**src/rtl/dh_exchange_sequencer.sv**
```systemverilog
// Sequences one Diffie-Hellman exchange (G^X mod P, then Y^X mod P) through a shared modexp engine.
// Optional DH_ARG_CHECK_EN: reject degenerate operands on start and go straight to ERR.
module dh_exchange_sequencer #(
  parameter int          WIDTH   = 32,
  parameter int          OUT_W   = 48,
  parameter int          TMO_W   = 16,
  parameter int unsigned TMO_MAX = 16'hFFFF
) (
  input  logic             CLK,
  input  logic             RST,
  input  logic             ST,
  input  logic [WIDTH-1:0] G,
  input  logic [WIDTH-1:0] P,
  input  logic [WIDTH-1:0] X,
  input  logic             peer_vld,
  input  logic [WIDTH-1:0] peer_pub,
  output logic             eng_start,
  output logic [WIDTH-1:0] eng_base,
  output logic [WIDTH-1:0] eng_exp,
  output logic [WIDTH-1:0] eng_mod,
  input  logic             eng_done,
  input  logic [OUT_W-1:0] eng_res,
  output logic             pub_vld,
  output logic [WIDTH-1:0] pub_key,
  output logic [OUT_W-1:0] OUT,
  output logic             out_vld,
  output logic             busy,
  output logic             err,
  output logic [2:0]       dbg_state
);

  typedef enum logic [2:0] {
    S_IDLE, S_PUB_GO, S_PUB_WAIT, S_PEER, S_SEC_GO, S_SEC_WAIT, S_DONE, S_ERR
  } state_t;

  localparam logic [TMO_W-1:0] LP_TMO = TMO_W'(TMO_MAX);

  state_t             r_state;
  logic               r_st_q;
  logic [WIDTH-1:0]   r_y;
  logic               r_y_full;
  logic [TMO_W-1:0]   r_cnt;
  logic               w_start;
  logic               w_arg_ok;

  assign w_start   = ST & ~r_st_q;
  assign dbg_state = r_state;

`ifdef DH_ARG_CHECK_EN
  assign w_arg_ok = !((P < WIDTH'(2)) || (G == '0) || (G >= P) || (X == '0));
`else
  assign w_arg_ok = 1'b1;
`endif

  // Engine handshake: eng_start is a one-cycle request whose operands stay stable until the
  // next request; eng_done is a one-cycle response taken only in a WAIT state; no backpressure.
  // The operand outputs double as the latched copies of G, X and P for the whole run.
  always_ff @(posedge CLK or negedge RST) begin
    if (!RST) begin
      r_state   <= S_IDLE;
      r_st_q    <= 1'b0;
      r_y       <= '0;
      r_y_full  <= 1'b0;
      r_cnt     <= '0;
      eng_start <= 1'b0;
      eng_base  <= '0;
      eng_exp   <= '0;
      eng_mod   <= '0;
      pub_vld   <= 1'b0;
      pub_key   <= '0;
      OUT       <= '0;
      out_vld   <= 1'b0;
      busy      <= 1'b0;
      err       <= 1'b0;
    end else begin
      r_st_q    <= ST;
      eng_start <= 1'b0;
      // First peer key of a run wins, even if it arrives during phase 1.
      if (busy && peer_vld && !r_y_full) begin
        r_y      <= peer_pub;
        r_y_full <= 1'b1;
      end
      case (r_state)
        S_IDLE, S_DONE, S_ERR: begin
          if (w_start) begin
            pub_vld  <= 1'b0;
            out_vld  <= 1'b0;
            err      <= 1'b0;
            r_y_full <= 1'b0;
            eng_base <= G;
            eng_exp  <= X;
            eng_mod  <= P;
            if (w_arg_ok) begin
              busy      <= 1'b1;
              eng_start <= 1'b1;
              r_state   <= S_PUB_GO;
            end else begin
              err     <= 1'b1;
              r_state <= S_ERR;
            end
          end
        end
        S_PUB_GO: begin
          r_cnt   <= '0;
          r_state <= S_PUB_WAIT;
        end
        S_PUB_WAIT: begin
          if (eng_done) begin
            pub_key <= eng_res[WIDTH-1:0];
            pub_vld <= 1'b1;
            r_state <= S_PEER;
          end else if (r_cnt == LP_TMO) begin
            err     <= 1'b1;
            busy    <= 1'b0;
            out_vld <= 1'b0;
            r_state <= S_ERR;
          end else begin
            r_cnt <= r_cnt + 1'b1;
          end
        end
        S_PEER: begin
          if (r_y_full || peer_vld) begin
            eng_start <= 1'b1;
            eng_base  <= r_y_full ? r_y : peer_pub;
            r_state   <= S_SEC_GO;
          end
        end
        S_SEC_GO: begin
          r_cnt   <= '0;
          r_state <= S_SEC_WAIT;
        end
        S_SEC_WAIT: begin
          if (eng_done) begin
            OUT     <= eng_res;
            out_vld <= 1'b1;
            busy    <= 1'b0;
            r_state <= S_DONE;
          end else if (r_cnt == LP_TMO) begin
            err     <= 1'b1;
            busy    <= 1'b0;
            out_vld <= 1'b0;
            r_state <= S_ERR;
          end else begin
            r_cnt <= r_cnt + 1'b1;
          end
        end
        default: r_state <= S_IDLE;
      endcase
    end
  end

endmodule

```
**config.mk**
```make
export PLATFORM = sky130hd
export DESIGN_NAME = dh_exchange_sequencer
export DESIGN_NICKNAME = d
export VERILOG_FILES = /design/src/rtl/dh_exchange_sequencer.sv
export SDC_FILE = /design/constraint.sdc
export NUM_CORES = 1
export LEC_CHECK = 0
export BUFFER_PORTS_ARGS = -buffer_cell sky130_fd_sc_hd__buf_2
export CORE_MARGIN = 2
export CORE_UTILIZATION = 45
export DETAILED_ROUTE_END_ITERATION = 10
export PLACE_DENSITY = 0.77
export SYNTH_ARGS = -nofsm -noshare
export SYNTH_HDL_FRONTEND = slang
export SYNTH_SLANG_ARGS = --single-unit
```
**constraint.sdc**
```tcl
create_clock -name CLK -period 2 [get_ports CLK]
set_clock_uncertainty 0.2 [all_clocks]
set_input_delay 0.2 -clock CLK [delete_from_list [all_inputs] [get_ports CLK]]
set_output_delay 0.2 -clock CLK [all_outputs]
set_load 0.01 [all_outputs]
```
==> results.py <==
metrics = {
    "floorplan": {
        "num_rows": 53,
        "start_util": 0.462,
        "core_sq_um": 21200,
        "dieArea_sq_um": 22900,
        "fp.dieW_um": 151,
        "num_io_pins": 365,
        "die_h_um": 151,
    },
    "setup_path": {
        "path_cells": "or3b_4 > buf_4 > nor2_4 > clkbuf_16 > mux2_2",
        "start_kind": "flop",
        "criticalPathCategory": "flop to flop",
        "crit_required_ns": 2.22,
        "worst_path_max_delay_cell": "dfrtp_2",
        "cp_data_arrival_time_ns": 2.39,
        "end_kind": "flop",
        "cpPeakStageDelay_ns": 0.45,
        "crit_fanout": 16,
    },
    "route": {
        "drcViolationCount": 0,
        "ant_nets": 0,
        "wl_um": 39600,
        "via_per_inst": 5.50,
        "vias": 9816,
        "avgRoutedWirePerCell_um": 22.2,
        "drtIter0Drc": 669,
        "first_pass_iters": 7,
    },
    "sta": {
        "drv_slew": 0,
        "hold_viol_final": 0,
        "fin_crit_sh": 1.08,
        "tightest_slew_ns": 0.460,
        "setup_viol": 129,
        "rsz0062_at_grt": "true",
        "fmax_ghz": 0.461,
        "period_minus_slack_ns": 2.17,
        "worst_slack_ns": -0.167,
        "slew_headroom": 0.692,
    },
    "cells_and_area": {
        "finalNetCount": 1668,
        "fin_cells": 1785,
        "n_fill_cell": 1298,
        "area_growth_syn_to_layout_pct": 61.2,
        "drive_gt1_frac": 0.417,
    },
    "yosys": {
        "synth_area_sq_um": 9760,
        "synthCells": 885,
        "async_flop_share": 1.00,
        "synth_cell_type_count": 49,
        "ys_ff_latch": 234,
        "syn-num-nets": 1068,
        "yosysSeqAreaShare": 0.600,
        "synth_area_leaders": "dfrtp_1 60%, mux2_2 12%, nand2_1 9.2%, mux2i_1 3.4%, o21ai_0 2.4%",
        "syn-mean-instance-area_sq_um": 11.0,
        "yosysMostFrequentCell": "nand2_1",
        "ys_top_cells_by_count": "239 x nand2_1, 234 x dfrtp_1, 102 x mux2_2, 46 x nor2_1, 46 x o21ai_0",
        "synth_top_area_cell": "dfrtp_1",
        "synth_ff_type": "dfrtp_1",
        "synth_top_area_frac": 0.600,
        "synth_edf_count": 0,
        "yosysWarnings": 0,
    },
    "clock_tree": {
        "h-tree-depth": 1,
        "cts.path.max_buffers": 3,
        "tritoncts": "yes",
        "clock-root-buffer": "clkbuf_16",
        "clk_latency_ns": 0.53,
        "clock-sinks": 234,
        "path_clk_slew_ns": 0.07,
        "cts_buffers": 24,
    },
    "place": {
        "gp_congestion": 0.875,
        "io_buffers": 364,
        "place_hpwl_um": 19900,
        "dp_cells": 1522,
    },
    "global_routing": {
        "grt_pass1_wl_um": 56100,
        "grt_use_total": 0.325,
        "grt_max_degree": 66,
        "first_global_vias": 9971,
        "grt_overflow": 0,
        "antenna_found_initial": 6,
    },
    "power": {
        "leakagePower_nw": 8.03,
        "power.density_nw_per_um2": 1490,
        "vdd_drop_max_v": 0.000817,
        "p_total_mw": 23.5,
    },
    "status": {
        "violations": "setup timing",
        "status": "complete, but fails checks",
    },
    "job": {
        "max_cap_viol_count": 0,
    },
    "min_path": {
        "hp-class": "primary input to asynchronous set/reset pin",
    },
}
-- worst max-delay path, delay by kind of cell (launching register included) --
kind | cells | cell delay [ns]
simple gates | 2 | 0.64
flops | 1 | 0.45
buf+inv | 2 | 0.41
mux | 1 | 0.35
-- state kept, by name, indices dropped and copies added (netlist names) --
name	count
eng_exp	32
r_cnt	16
dbg_state	3
r_st_q	1
eng_base	32
err	1
eng_mod	32
pub_vld	1
pub_key	32
r_y	32
busy	1
OUT	48
eng_start	1
out_vld	1
r_y_full	1
-- cell families (layout without fill, tap and decap cells) --
logic type      count (synthesis)  after routing  share of synthesized area
other cells                     0              7                          0
fa+ha+maj                       2              2                    0.00256
flops                         234            234                      0.600
simple gates                  327            327                      0.138
compound gates                118            119                     0.0710
buf+inv                        55            672                     0.0219
xor+xnor                        3              3                    0.00269
mux                           146            146                      0.164
-- metal layers --
metal  track usage  vias up  wire, um
met5        0.0659        -         0
met4         0.188        0      2200
met3         0.148      187      3820
met2         0.518      596     19400
met1         0.352     4815     14200
li1              -     4218         -
-- path summary, 6_finish.rpt --
check	startpoint	end	depth (start not counted)	slack, ns
setup / recovery	dbg_state[2]	pub_key[23]	5	-0.17
hold / removal	RST	pub_key[18]	3	0.07
setup reg to reg	dbg_state[2]	pub_key[23]	5	-0.17
hold reg to reg	eng_mod[18]	eng_mod[18]	2	0.27
max in group asynchronous	RST	r_y_full	3	1.14
min in group CLK	ST	r_st_q	2	0.18
-- final cells by class --
cell class,count,area (sq um),area share
Multi-Input combinational cell,597,3890,0.247
Clock buffer,30,673,0.0428
Sequential cell,234,5860,0.372
Clock inverter,14,165,0.0105
Timing Repair Buffer,621,4720,0.300
Antenna cell,7,17.5,0.00111
Timing Repair inverter,1,16.3,0.00103
Tap cell,275,344,0.0219
Inverter,6,48.8,0.00310
-- per-stage QoR --
| step | cell area (sq um) | hold WS (ns) | TNS [ns] | utilization | setup WS, ns |
|---|---|---|---|---|---|
| after floorplan | 9790 | -0.296 | -0.0929 | - | -0.0267 |
| after global placement | 12200 | -0.115 | -2.10 | 0.578 | -0.0550 |
| after detailed placement | 12200 | -0.111 | -6.97 | 0.578 | -0.126 |
| after CTS | 15100 | 0.0400 | -5.36 | 0.714 | -0.0735 |
| after global routing | 15700 | 0.0765 | -17.09 | 0.744 | -0.235 |
| final | 15700 | 0.0747 | -9.10 | 0.744 | -0.167 |
-- cells in the final DEF, fill, tap and decap left out, types with 5 or more instances in the layout --
master / synthesis / final
buf_2: 6 / 363
nand2_1: 239 / 234
dfrtp_1: 234 / 230
dlygate4sd3_1: 0 / 180
mux2_2: 102 / 98
nor2_1: 46 / 43
a21oi_1: 45 / 42
buf_4: 0 / 38
clkbuf_16: 0 / 37
mux2i_1: 33 / 33
o21ai_0: 46 / 30
buf_12: 0 / 14
o21ai_1: 1 / 13
mux2_1: 11 / 9
and3_1: 8 / 8
diode_2: 0 / 7
or3_1: 8 / 7
clkinv_2: 0 / 7
mux2_4: 0 / 6
buf_6: 0 / 6
nand2b_1: 5 / 5
clkbuf_8: 0 / 5
-- power breakdown --
part | switching (mW) | total [mW] | internal, mW
combinational | 5.54 | 10.4 | 4.87
clock | 2.02 | 4.81 | 2.79
sequential | 1.40 | 8.27 | 6.88
total | 8.96 | 23.5 | 14.5
-- timing repair --
| item | 4_1_cts | 5_1_grt |
|---|---|---|
| hold endpoints to repair | 447 | 0 |
| buffers inserted | 4 | 7 |
| setup endpoints to repair | 130 | 151 |
| pin swaps | 4 | 7 |
| hold buffers | 181 | 0 |
| cloned | 3 | 18 |
| resized for setup | 28 | 65 |
(Power assumes the default switching activity.)
